--- config.mk ---
export PLATFORM = sky130hd
export DESIGN_NAME = load_store_unit
export DESIGN_NICKNAME = d
export VERILOG_FILES = /design/src/rtl/load_store_unit.sv
export SDC_FILE = /design/constraint.sdc
export NUM_CORES = 1
export LEC_CHECK = 0
export CAP_MARGIN = 20
export CORE_AREA = 5 5 115 117
export DETAILED_ROUTE_END_ITERATION = 12
export DIE_AREA = 0 0 120 122
export PLACE_DENSITY = 0.86
export SYNTH_ARGS = -nofsm -noshare
export SYNTH_HDL_FRONTEND = slang
export SYNTH_SLANG_ARGS = --single-unit
--- constraint.sdc ---
create_clock -name CLK -period 9.5 [get_ports CLK]
set_input_delay 2.375 -clock CLK [delete_from_list [all_inputs] [get_ports CLK]]
set_output_delay 2.375 -clock CLK [all_outputs]
set_load 0.02 [all_outputs]
--- src/rtl/load_store_unit.sv ---
// Load/store unit between execute and a big-endian, byte-addressed, word-wide data RAM.
// Sub-word stores do a read-modify-write; loads are sign- or zero-extended.
module load_store_unit #(
    parameter int MEM_BYTES = 1024
) (
    input  logic        CLK,
    input  logic        reset,
    input  logic        req_valid,
    output logic        req_ready,
    input  logic        req_we,
    input  logic [1:0]  req_size,
    input  logic        req_unsigned,
    input  logic [31:0] req_addr,
    input  logic [31:0] req_wdata,
    output logic        resp_valid,
    output logic [31:0] resp_rdata,
    output logic        resp_err,
    output logic [31:0] mem_addr,
    output logic [31:0] mem_write_data,
    output logic        mem_memread,
    output logic        mem_memwrite,
    input  logic [31:0] mem_read_data
);

    // Handshake: a request transfers on a posedge where req_valid && req_ready;
    // resp_valid is a single-cycle pulse with resp_rdata/resp_err valid alongside it.
    typedef enum logic [1:0] {IDLE, RD, WR, RESP} state_t;

    localparam logic [31:0] LAST_WORD = 32'(MEM_BYTES - 4);

    state_t      state;
    logic        r_we;
    logic [1:0]  r_size;
    logic        r_unsigned;
    logic [31:0] r_addr;
    logic [31:0] r_wdata;
    logic        r_err;
    logic [31:0] rd_word;

    logic        accept;
    logic        req_bad;
    logic [31:0] merged;
    logic [7:0]  ld_byte;
    logic [15:0] ld_half;
    logic [31:0] ld_ext;

    assign accept  = req_valid && req_ready;
    assign req_bad = (req_size == 2'b11)
                  || (req_size == 2'b01 && req_addr[0])
                  || (req_size == 2'b10 && req_addr[1:0] != 2'b00)
                  || (req_addr > LAST_WORD);

    always_ff @(posedge CLK or posedge reset) begin
        if (reset) begin
            state      <= IDLE;
            r_we       <= 1'b0;
            r_size     <= 2'b00;
            r_unsigned <= 1'b0;
            r_addr     <= 32'h0;
            r_wdata    <= 32'h0;
            r_err      <= 1'b0;
            rd_word    <= 32'h0;
        end else begin
            case (state)
                IDLE: begin
                    if (accept) begin
                        r_we       <= req_we;
                        r_size     <= req_size;
                        r_unsigned <= req_unsigned;
                        r_addr     <= req_addr;
                        r_wdata    <= req_wdata;
                        r_err      <= req_bad;
                        if (req_bad)
                            state <= RESP;
                        else if (req_we && req_size == 2'b10)
                            state <= WR;
                        else
                            state <= RD;
                    end
                end
                RD: begin
                    rd_word <= mem_read_data;
                    state   <= r_we ? WR : RESP;
                end
                WR:      state <= RESP;
                RESP:    state <= IDLE;
                default: state <= IDLE;
            endcase
        end
    end

    // Big-endian lane map: lane 0 is the most significant byte of the word.
    always_comb begin
        merged = rd_word;
        if (r_size == 2'b10) begin
            merged = r_wdata;
        end else if (r_size == 2'b01) begin
            if (r_addr[1]) merged[15:0]  = r_wdata[15:0];
            else           merged[31:16] = r_wdata[15:0];
        end else begin
            case (r_addr[1:0])
                2'd0:    merged[31:24] = r_wdata[7:0];
                2'd1:    merged[23:16] = r_wdata[7:0];
                2'd2:    merged[15:8]  = r_wdata[7:0];
                default: merged[7:0]   = r_wdata[7:0];
            endcase
        end
    end

    always_comb begin
        case (r_addr[1:0])
            2'd0:    ld_byte = rd_word[31:24];
            2'd1:    ld_byte = rd_word[23:16];
            2'd2:    ld_byte = rd_word[15:8];
            default: ld_byte = rd_word[7:0];
        endcase
        ld_half = r_addr[1] ? rd_word[15:0] : rd_word[31:16];
        case (r_size)
            2'b00:   ld_ext = r_unsigned ? {24'h0, ld_byte} : {{24{ld_byte[7]}}, ld_byte};
            2'b01:   ld_ext = r_unsigned ? {16'h0, ld_half} : {{16{ld_half[15]}}, ld_half};
            default: ld_ext = rd_word;
        endcase
    end

    assign req_ready      = (state == IDLE) && !reset;
    assign mem_memread    = (state == RD);
    assign mem_memwrite   = (state == WR);
    assign resp_valid     = (state == RESP);
    assign resp_err       = (state == RESP) && r_err;
    assign resp_rdata     = (state == RESP && !r_we && !r_err) ? ld_ext : 32'h0;
    assign mem_addr       = (state == RD || state == WR) ? {r_addr[31:2], 2'b00} : 32'h0;
    assign mem_write_data = (state == WR) ? merged : 32'h0;

endmodule

======== Word-level counts from Yosys, hierarchy flattened ========
Index checks and enable logic that the tools add are counted.
storage, ports and cells
  register bits ........................... 103
  bits of input ports ..................... 103
  output and inout bits ................... 101
  logic and storage cells ................. 62
operators by class
  magnitude comparators ................... 1
  equality and inequality tests ........... 11
  muxes and demuxes ....................... 21
  reduce and logical (&&, ||, !) cells .... 21
operators with widths
  operator                                                                            count
  32-bit two-way mux                                                                  7
  32-bit case mux with 2 select lines                                                 1
  16-bit two-way mux                                                                  3
  32-bit by 10-bit greater-than comparator with 1-bit output (second input constant)  1
  8-bit two-way mux                                                                   4
  8-bit case mux with 3 select lines                                                  1
  2-bit == test (second input constant)                                               6
  2-bit by 1-bit == test with 1-bit output (second input constant)                    4
  1-bit logical AND                                                                   8
  2-bit case mux with 4 select lines                                                  1
  2-bit zero test                                                                     3
  2-bit two-way mux                                                                   3
  1-bit logical OR                                                                    4
  1-bit zero test                                                                     3
  3-bit OR reduction                                                                  1
  2-bit != test (second input constant)                                               1
  2-bit AND reduction                                                                 1
  2-bit nonzero test                                                                  1
  1-bit two-way mux                                                                   1

======== Logic depth before layout (Yosys ltp) ========
Gate-level depths: netlist (run 1).
  word-level depth ........................ 8
  mapped depth ............................ 7
  gate-level depth less buffers ........... 6

======== Worst setup path before layout (run 1) ========
Ideal clock, no wire load.
  path type ............................... in2out
  start ................................... input port reset
  end ..................................... output port req_ready
  data arrival time ....................... 2.655 ns
  data required time ...................... 7.125 ns
  setup slack ............................. 4.470 ns
  cell stages on the path ................. 1
  path buffers ............................ 0
  cell sequence ........................... nor2_1
between the ends
  word-level cells in the longest chain between the ends .. 2
RTL lines
  item                line  source
  start: declaration  7     input logic reset,
  1-bit zero test     125   assign req_ready = (state == IDLE) && !reset;
  1-bit logical AND   125
  end: declaration    9     output logic req_ready,
Every way passes these cells.

======== Worst setup path in the final report (run 1) ========
  start ................................... register r_addr[1]
  end ..................................... output port mem_write_data[2]
between the ends
  word-level cells in the longest chain between the ends .. 6
  elaborated cells on any way between the ends .. 9
  classes of those cells .................. eq/ne (2); mux (5); reduce/logical (2)
RTL lines
  item                                   line  source
  start: declaration                     35    logic [31:0] r_addr;
  start signal: assignment               70    r_addr <= req_addr;
  2-bit == test (tied with other cells)  101   case (r_addr[1:0])
  3-bit OR reduction (no line)           --
  8-bit two-way mux                      101
  32-bit two-way mux (*)                 97    end else if (r_size == 2'b01) begin
  32-bit two-way mux (*)                 95    if (r_size == 2'b10) begin
  32-bit two-way mux (*)                 132   assign mem_write_data = (state == WR) ? merged : 32'h0;
  end: declaration                       19    output logic [31:0] mem_write_data,
Every way passes the cells marked *; elsewhere a longest branch is shown, timed or not.

==> run summary, run 1 <==
The flow ran to the end, and the final reports show no timing, DRC or antenna violations. The horizontal extent of the die is 120 um. The largest area contributor in the synthesized netlist is dfrtp_1. The placer congestion estimate came out at 0.948. The critical path depth is 5. The post-CTS setup-driven buffer insertion count is 0. The proportion of netlist area held by the largest area contributor came out at 0.447. The total leakage power came out at 3.39 nW.

The number of storage elements in the synthesis netlist is 103. The setup total negative slack came out at 0 ns. For this design, the slowest cell found on the critical path is dfrtp_1. The hold buffer count at cts is 0.

The shortest clock period the worst path allows after layout came out at 6.41 ns. TritonCTS built the clock tree. Clock-pin slew was measured on the worst setup and hold paths at 0.07 ns. The total global routing track utilization is 0.261. For this run, the post-layout net count is 838. The maximum root-to-sink buffer count is 2. After the first detailed-routing iteration, the DRC count stood at 394. The worst register-to-register path has a depth of 7. The library cell used most frequently in the layout, excluding fill and tap cells, is clkdlybuf4s50_1. The first global-routing pass estimated 29.4 mm of wire. OpenSTA, run right after detailed placement, puts the worst setup slack at 3.46 ns. Setup repair after global routing left no endpoint under its margin. The post-route fraction of the period consumed by the critical path came out at 0.674. The via count came out at 5224. The floorplan row count came out at 41.

The per-cell via count in the routed design is 5.90. For this design the ratio of total power to cell area is 365 mW/mm^2. The worst path buffer plus inverter count came out at 2. In the layout the commonest cells are clkdlybuf4s50_1 (201), dfrtp_1 (103), mux2_2 (89).

The required time of the critical path is 7.13 ns. The number of antenna violations at the first check in global routing came to 0. VDD sags by at most 0.000223 V. For this configuration, the core starts out at a cell density of 0.470. The minimum setup slack among reg-to-reg paths is 6.83 ns. The count of max-cap constraint violations is 0. Along the worst path, the maximum fanout reaches 33.

The count of pins on the block boundary came out at 204. The H-tree was split into 3 levels. The area growth from synthesis to layout is 40.4%. The worst pin sits at a relative slew slack of 0.268. The DRC violation count after routing is 0. The clock latency reported for the late side of the worst-skew pair came out at 0.35 ns. The final setup skew is 0.00742 ns. The final design instance area without fill came out at 0.00810 mm^2.

Entering global routing, the biggest net connects 75 pins. The number of buffers added by the clock tree synthesis step is 9. STA classifies the critical path startpoint as a flip-flop. In this run the clock root is driven by a clkbuf_16. The port buffer count is 201. The average footprint of a synthesized cell came out at 10.3 um^2.

The die height came out at 122 um. The setup path with the least slack is of type flip-flop to output port. The cell family with the largest share of critical-path delay is buffers and inverters. The area of the die came out at 0.0146 mm^2. The tightest min-delay check is of the flip-flop to flip-flop type. Setup violations remaining at the end of the flow were counted as 0. CTS saw 103 sinks.

The average wire length per cell after detail routing came out at 21.5 um. The worst path meets setup with 3.09 ns of slack. The unique cell type count in the Yosys netlist came out at 41. The fmax came out at 156 MHz.

The number of global-route vias before repair is 5304. Summed over all layers, the routed wires come to 19.1 mm. The signal on the critical path passes through clkinv_1 > o211ai_1 > nand2_1 > a21oi_1 > clkdlybuf4s50_1. On the worst path, the slowest cell contributes a delay of 1.07 ns. The area of the core is 0.0123 mm^2.

The hold violation count in the final report came out at 0. Summing every instance area after synthesis gives 0.00577 mm^2. Before antenna repair, the detailed router went through 5 iterations. For the pin with the worst max-slew slack, the measured transition is 1.10 ns. For this run, the number of Yosys warnings is 0. The placement-stage cell area is 0.00779 mm^2. In the post-synthesis netlist, the biggest area contributors are dfrtp_1 (45%), mux2_2 (17%), and2_1 (3.5%). The arrival time of the worst setup path is 4.03 ns. The layout cell share with drive strength beyond 1 came out at 0.177. The total power consumption of the routed design is 2.95 mW. The worst setup path is captured at an output port. The number of gates resized after CTS came out at 0.

The detail route stage leaves a number of antenna-violating nets equal to 0. The half-perimeter wire length of the detailed placement result came out at 14.4 mm. 0 antenna diodes ended up in the layout.

The gate count after technology mapping is 561. The sum of overflow across all layers after global routing is 0. The sequential element share of the synthesized area is 0.447. The max-slew violation total from the final report is 0. The hold path depth came out at 1.
==> final cells by class <==
| class | instances | area, um^2 |
|---|---|---|
| timing repair buffer | 204 | 2030 |
| inverter | 24 | 92.6 |
| multi-input combinational | 389 | 2900 |
| fill | 990 | 4160 |
| sequential | 103 | 2580 |
| clock inverter | 4 | 53.8 |
| clock buffer | 12 | 256 |
| tap | 150 | 188 |
==> per-layer routing <==
metal  GRT usage  share of wire  vias to the layer above
met5           0              0                        -
met4       0.109          0.030                        0
met3      0.0761          0.099                       49
met2       0.429           0.47                      317
met1       0.322           0.40                     2513
li1            -              -                     2345
==> where the power goes <==
group,switching [mW],leakage [nW],total [mW],internal [mW]
clock network,0.168,0.145,0.387,0.219
registers,0.289,1.23,0.949,0.660
logic,0.833,2.02,1.62,0.785
total,1.29,3.39,2.95,1.66
==> worst paths after layout <==
check	start	endpoint
setup / recovery	r_addr[1]	mem_write_data[2]
hold / removal	r_addr[20]	r_addr[20]
setup reg to reg	state[0]	state[0]
hold reg to reg	r_addr[20]	r_addr[20]
max in group asynchronous	reset	rd_word[17]
min in group asynchronous	reset	r_addr[22]
==> flip-flops by register name, summed over array words and instances, names as in the netlist <==
register    count
r_size          2
r_err           1
r_wdata        32
r_unsigned      1
rd_word        32
r_addr         32
state           2
r_we            1
==> synth_stat cells, drive strengths merged <==
cell     count
dfrtp      103
mux4         1
nand2       37
nand3        7
mux2i       16
o22a         8
nand3b       1
nand4        4
o21bai       1
or2b         1
nor3        10
o211ai       1
and2        32
or3          1
a2111oi      1
or2          2
nor2b        3
inv         23
a21oi       17
o221a       15
a221oi      17
nand2b       3
ha           4
o21a         1
a211oi      11
clkinv       1
nor4         5
o21ai       39
clkbuf      26
and3b        1
buf         20
mux2        89
nor2        42
a21o        17
conb         1
==> cells by family (layout without fill, tap and decap cells) <==
group	count (synthesis)	count (layout)	share of synthesized area
AOI/OAI and AO/OA	128	128	0.162
other	1	2	0.000650
adders and majority gates	4	4	0.00868
muxes	106	106	0.205
and+or+nand+nor	149	149	0.125
DFF	103	103	0.447
buffers and inverters	70	244	0.0518
==> stage by stage <==
stage | std cells | hold WS [ns] | util
after detailed placement | 870 | 0.490 | 0.635
after CTS | 886 | 0.506 | 0.661
after global routing | 886 | 0.516 | 0.661
after floorplan | 562 | 0.472 | -
final | 886 | 0.504 | 0.661
after global placement | 870 | 0.481 | 0.635
(Power assumes the default switching activity.)
==> run 2: changes to the inputs <==
Settings changed: CORE_AREA 5 5 115 117 to 5 5 118 120, DIE_AREA 0 0 120 122 to 0 0 123 125, PLACE_DENSITY 0.86 to 0.82.
Clock period 9.5 ns to 6.2 ns, I/O delays scaled along.
==> run 2 against run 1 <==
Highest routed layer unchanged. Critical path type unchanged. Global-route usage is 1.7 points lower. Sequential power is 53% higher. Wire length is 0.21% lower. Combinational power is 53% higher.
==> run summary, run 2 (synthesis results as in run 1) <==
The flow ran to the end, and the final reports show no timing, DRC or antenna violations. The normalized max-slew margin came out at 0.300 (+0.0322). The die height came out at 125 um (+2.5%). The clock tree from TritonCTS is done. The initial core utilization came out at 0.448 (-0.0224). The worst setup path is launched from a flip-flop. The half-perimeter wire length of the detailed placement result came out at 14.5 mm (+0.75%). The diode insertion count for antenna repair came out at 0 (unchanged). The total global routing track utilization came out at 0.244 (-0.0171).

The placer congestion estimate came out at 0.953 (+0.46%). In the final layout, the registers with the most flip-flops are r_addr x32, r_wdata x32, rd_word x32. The post-CTS clock slew at the launch and capture registers of the worst setup and hold paths is 0.06 ns (about the same). The number of global-route vias before repair came out at 5232 (-1.4%).

The port buffer count came out at 201 (unchanged). The cell family with the largest share of critical-path delay is buffers and inverters. The sum of overflow across all layers after global routing is 0 (unchanged).

The peak supply drop is 0.000330 V (+48%). The worst hold path belongs to the class flip-flop to flip-flop. The arrival time of the worst setup path was 3.84 ns (-0.19 ns). The count of pins on the block boundary is 204 (unchanged).

Setup repair after global routing left no endpoint under its margin. The clock sink total is 103 (unchanged). The average wire length per cell after detail routing came to 20.8 um (-3.3%). The max-slew violation total from the final report came out at 0 (unchanged). The required time of the critical path is 4.65 ns (-2.48 ns). The total leakage power came out at 3.40 nW (+0.36%).

The setup total negative slack was 0 ns (unchanged). The count of fill cells added during filler insertion is 1066 (+7.7%). The signal on the critical path passes through clkinv_1 > o211ai_1 > nand2_1 > a21oi_1 > clkdlybuf4s50_1. The largest net degree at the start of global routing came out at 79 (+5.3%).

The area growth from synthesis to layout is 41.2%. The final setup skew was 0.00427 ns (-0.00315 ns). The total power consumption of the routed design was 4.49 mW (+52%). The final antenna-violating net count is 0 (unchanged). The area of the core is 0.0129 mm^2 (+5.0%). The horizontal extent of the die is 123 um (+2.5%). The wire length reported by the detailed router came out at 19.0 mm (-0.21%).

The number of gates resized after CTS came out at 0 (unchanged). The area of the die is 0.0154 mm^2 (+5.0%). The worst path buffer plus inverter count is 2 (unchanged).

In the layout the commonest cells are clkdlybuf4s50_1 (201), dfrtp_1 (103), mux2_2 (89). The actual slew at the worst max-slew pin is 1.05 ns (-0.0483 ns). The number of antenna violations at the first check in global routing is 0 (unchanged). The clock latency reported for the late side of the worst-skew pair was 0.35 ns (about the same). The floorplan row count came out at 42 (+2.4%).

The capturing element type of the critical path is an output port. Leaving out fill and tap cells, the most frequent cell in the layout is clkdlybuf4s50_1. The fmax came out at 186 MHz.

The post-CTS setup-driven buffer insertion count came to 0 (unchanged). The power density relative to cell area came out at 551 mW/mm^2 (+51%). The number of nets in the layout was 840 (+0.24%). The highest cell delay on the worst timing path came to 1.04 ns (-0.03 ns). The maximum root-to-sink buffer count is 2 (unchanged). The count of max-cap constraint violations was 0 (unchanged). The final design instance area without fill came out at 0.00815 mm^2 (+0.59%). The via count came out at 5188 (-0.69%). By startpoint and endpoint, the worst setup path is classified as flip-flop to output port.

The DRC violation count after routing is 0 (unchanged). The post-route fraction of the period consumed by the critical path is 0.869. The placement-stage cell area is 0.00782 mm^2 (+0.42%). The detailed router's first-iteration violation count is 417 (+5.8%). The cell at the root of the clock tree is clkbuf_16. The per-cell via count in the routed design is 5.68 (-3.7%).

The shortest clock period the worst path allows after layout is 5.39 ns. The level count of the clock H-tree is 3 (unchanged). The detailed-routing iteration count for the pre-antenna-repair pass came out at 5 (unchanged).

The number of setup violations in the final report came out at 0 (unchanged). The hold violation count in the final report came to 0 (unchanged). The layout cell share with drive strength beyond 1 was 0.175 (-0.00183). The maximum fanout along the worst path is 33 (unchanged). The number of buffers added by the clock tree synthesis step came to 9 (unchanged). The first-pass GRT wire length came to 28.7 mm (-2.6%). The hold buffer count at cts came to 0 (unchanged). The slowest stage of the critical path is the dfrtp_1 cell.
-- run 2: cell types whose count changed in the layout (fill, tap and decap cells not counted) --
cell / change
clkbuf_8: -1
clkinv_2: +1
buf_16: +1
clkbuf_1: +3
clkinvlp_4: -2
-- run 2: final timing paths --
path | start | end | slack [ns] | depth (start not counted)
min in group asynchronous | reset | r_addr[30] | 1.51 | 2
max in group asynchronous | reset | r_wdata[24] | 3.73 | 4
worst min register to register | r_addr[14] | r_addr[14] | 0.50 | 1
worst min-delay path | r_addr[14] | r_addr[14] | 0.50 | 1
worst max register to register | state[0] | r_addr[22] | 3.52 | 5
worst max-delay path | r_addr[1] | mem_write_data[6] | 0.81 | 5
-- run 2: through the flow --
stage | hold WS (ns) | util | cells | worst slack [ns]
after floorplan | 0.472 | - | 562 | 1.95
after global placement | 0.482 | 0.607 | 896 | 1.45
after detailed placement | 0.488 | 0.607 | 896 | 1.27
after CTS | 0.503 | 0.630 | 912 | 0.877
after global routing | 0.519 | 0.633 | 914 | 0.535
final | 0.503 | 0.633 | 914 | 0.812
-- run 2: area by class of cell --
| cell class | instances | area, um^2 | share of cell area |
|---|---|---|---|
| clock buffer | 13 | 240 | 0.0295 |
| clock inverter | 3 | 43.8 | 0.00538 |
| inverter | 24 | 92.6 | 0.0114 |
| multi-input combinational | 389 | 2900 | 0.356 |
| sequential | 103 | 2580 | 0.316 |
| tap | 176 | 220 | 0.0270 |
| timing repair buffer | 206 | 2080 | 0.255 |
-- run 2: where the power goes --
| group | leakage, nW | internal (mW) | switching [mW] |
|---|---|---|---|
| Combinational | 2.04 | 1.20 | 1.28 |
| Sequential | 1.23 | 1.01 | 0.441 |
| Clock | 0.138 | 0.314 | 0.244 |
-- run 2: routing by layer --
| metal | share of wire | track usage |
|---|---|---|
| met1 | 0.39 | 0.301 |
| met2 | 0.48 | 0.392 |
| met5 | 0 | 0 |
| met4 | 0.029 | 0.100 |
| met3 | 0.11 | 0.0804 |
==> run 3: changes to the inputs <==
Settings changed: CAP_MARGIN 20 to 10, CORE_AREA 5 5 118 120 to 5 5 113 126, DIE_AREA 0 0 123 125 to 0 0 118 131, PLACE_DENSITY 0.82 to 0.81.
==> run 3 against run 2 <==
Die area rose by 0.54%. Sequential share of layout area is 0.12 points higher. Worst setup slack better by 0.0022 ns. Critical path type unchanged. Largest power group unchanged. Largest cell class unchanged. Critical path depth stayed put. Combinational power about the same.
==> run summary, run 3 (synthesis results as in run 1) <==
The flow ran to the end, and the final reports show no timing, DRC or antenna violations. The fmax came out at 186 MHz (about the same). Setup repair after global routing left no endpoint under its margin. The diode insertion count for antenna repair is 0 (unchanged). The area growth from synthesis to layout came out at 40.7%. The sum of overflow across all layers after global routing is 0 (unchanged). The number of setup violations in the final report is 0 (unchanged).

In the layout the commonest cells are clkdlybuf4s50_1 (201), dfrtp_1 (103), mux2_2 (89). The floorplan row count is 44 (+4.8%). The port buffer count came out at 201 (unchanged).

The power density relative to cell area came out at 558 mW/mm^2 (+1.3%). The initial core utilization is 0.448 (about the same). By startpoint and endpoint, the worst setup path is classified as flip-flop to output port. The required time of the critical path came out at 4.65 ns (about the same). The minimum setup slack among reg-to-reg paths is 3.49 ns (-0.03 ns).

The peak supply drop is 0.000359 V (+9.0%). The die height is 131 um (+4.8%). The detailed-routing iteration count for the pre-antenna-repair pass is 5 (unchanged). The largest registers in the layout are r_addr x32, r_wdata x32, rd_word x32. The worst setup path is captured at an output port. The critical path goes through clkinv_1 > o211ai_1 > nand2_1 > a21oi_1 > clkdlybuf4s50_1. The number of antenna violations at the first check in global routing is 0 (unchanged).

The layout cell share with drive strength beyond 1 came out at 0.174 (-0.000647). The worst hold path begins at r_addr[15]. The detailed router's first-iteration violation count came to 303 (-27%).

The number of gates resized after CTS is 0 (unchanged). The half-perimeter wire length of the detailed placement result was 14.7 mm (+1.2%). The count of pins on the block boundary is 204 (unchanged). The post-CTS setup-driven buffer insertion count came to 0 (unchanged). The wire length reported by the detailed router is 19.1 mm (+0.49%). The hold buffer count at cts is 0 (unchanged).

The first-pass GRT wire length is 30.0 mm (+4.5%). The placer congestion estimate is 0.936 (-1.8%). The number of nets in the layout came out at 838 (-0.24%).

The worst-case reg-to-reg path depth is 5 (unchanged). The worst hold path belongs to the class flip-flop to flip-flop. The average wire length per cell after detail routing came to 21.4 um (+2.5%). The post-CTS clock slew at the launch and capture registers of the worst setup and hold paths came out at 0.07 ns (about the same). The horizontal extent of the die came out at 118 um (-4.1%). The highest cell delay on the worst timing path came to 1.03 ns (about the same).

The DRC violation count after routing came out at 0 (unchanged). TritonCTS built the clock tree. The final cell utilization of the core is 0.630 (-0.00270). The worst hold path terminates at r_addr[15]. The per-cell via count in the routed design came out at 5.70 (+0.38%).

The beginning of the critical path is r_addr[1]. The total leakage power came out at 3.39 nW (-0.25%). The slowest stage of the critical path is the dfrtp_1 cell. The setup total negative slack came out at 0 ns (unchanged). The maximum root-to-sink buffer count came to 2 (unchanged). The maximum fanout along the worst path is 33 (unchanged). The clock latency reported for the late side of the worst-skew pair came out at 0.35 ns (about the same). The post-route fraction of the period consumed by the critical path is 0.869 (about the same).

The actual slew at the worst max-slew pin is 1.08 ns (+0.0297 ns). The largest net degree at the start of global routing is 58 (-27%). The level count of the clock H-tree is 3 (unchanged). The arrival time of the worst setup path came out at 3.84 ns (about the same).

The normalized max-slew margin is 0.278 (-0.0225). The hold path depth is 1 (unchanged). STA classifies the critical path startpoint as a flip-flop.

The area of the die is 0.0155 mm^2 (+0.54%). The area of the core came out at 0.0129 mm^2 (about the same). The hold violation count in the final report is 0 (unchanged). The total global routing track utilization came out at 0.249 (+0.00509).

The max-slew violation total from the final report is 0 (unchanged). The leading cell type in the layout, fill and taps excluded is clkdlybuf4s50_1. The clock sink total is 103 (unchanged). The number of global-route vias before repair was 5365 (+2.5%). The endpoint identified for the worst register-to-register timing path is r_wdata[20]. The number of buffers added by the clock tree synthesis step is 9 (unchanged). The final setup skew is 0.00297 ns (-0.00130 ns). The worst register-to-register path begins at state[0].

The count of max-cap constraint violations came out at 0 (unchanged). The final antenna-violating net count is 0 (unchanged). In this run the clock root is driven by a clkbuf_16. The shortest clock period the worst path allows after layout is 5.39 ns (-0.00222 ns).

The via count is 5105 (-1.6%).
-- run 3: changes by cell type in the layout (fill, tap and decap cells not counted), sizes merged --
| cell | change |
|---|---|
| buf | -1 |
| clkinvlp | +1 |
| clkinv | -2 |
| bufinv | +1 |
| clkbuf | -2 |
-- run 3: per-stage QoR --
| step | power, mW | std cells | setup WS [ns] | area (um^2) | hold slack (ns) |
|---|---|---|---|---|---|
| after floorplan | 2.89 | 562 | 1.95 | 5770 | 0.472 |
| after CTS | 4.54 | 896 | 0.880 | 8120 | 0.503 |
| final | 4.53 | 896 | 0.814 | 8120 | 0.501 |
| after global routing | 4.81 | 896 | 0.535 | 8120 | 0.516 |
| after detailed placement | 3.92 | 881 | 1.28 | 7800 | 0.488 |
| after global placement | 3.85 | 881 | 1.41 | 7800 | 0.482 |
-- run 3: worst max-delay path: cells and delay by family (launching register included) --
kind | cells | cell delay, ns
AND/OR/NAND/NOR | 1 | 0.15
buffers and inverters | 2 | 1.35
AO/OA/AOI/OAI | 2 | 0.95
flip-flops | 1 | 1.03
-- run 3: final cells by class --
class,count,area (um^2)
flip-flops and latches,103,2580
well taps,161,201
inverters,24,92.6
clock inverters,3,67.6
repair buffers,204,2030
multi-input cells,389,2900
fillers,1075,4770
clock buffers,12,246
-- run 3: per-layer routing --
metal	routed length, um	global-route usage	up-vias
li1	-	-	2346
met4	704	0.118	0
met2	9280	0.412	261
met5	0	0	-
met1	7500	0.302	2451
met3	1640	0.0723	47
-- run 3: worst max path at each step --
stage / slack, ns / endpoint / cells past startpoint
detailed placement: 1.28 / mem_write_data[4] / 5
floorplan: 1.95 / r_addr[0] / 1
finish: 0.81 / mem_write_data[4] / 5
CTS: 0.88 / mem_write_data[4] / 5
global route: 0.53 / mem_write_data[4] / 5
global placement: 1.41 / mem_write_data[2] / 5
-- run 3: power by group --
| part | switching, mW | internal, mW | total [mW] | leakage, nW |
|---|---|---|---|---|
| clock network | 0.239 | 0.363 | 0.602 | 0.149 |
| registers | 0.444 | 1.01 | 1.46 | 1.23 |
| logic | 1.27 | 1.20 | 2.47 | 2.02 |
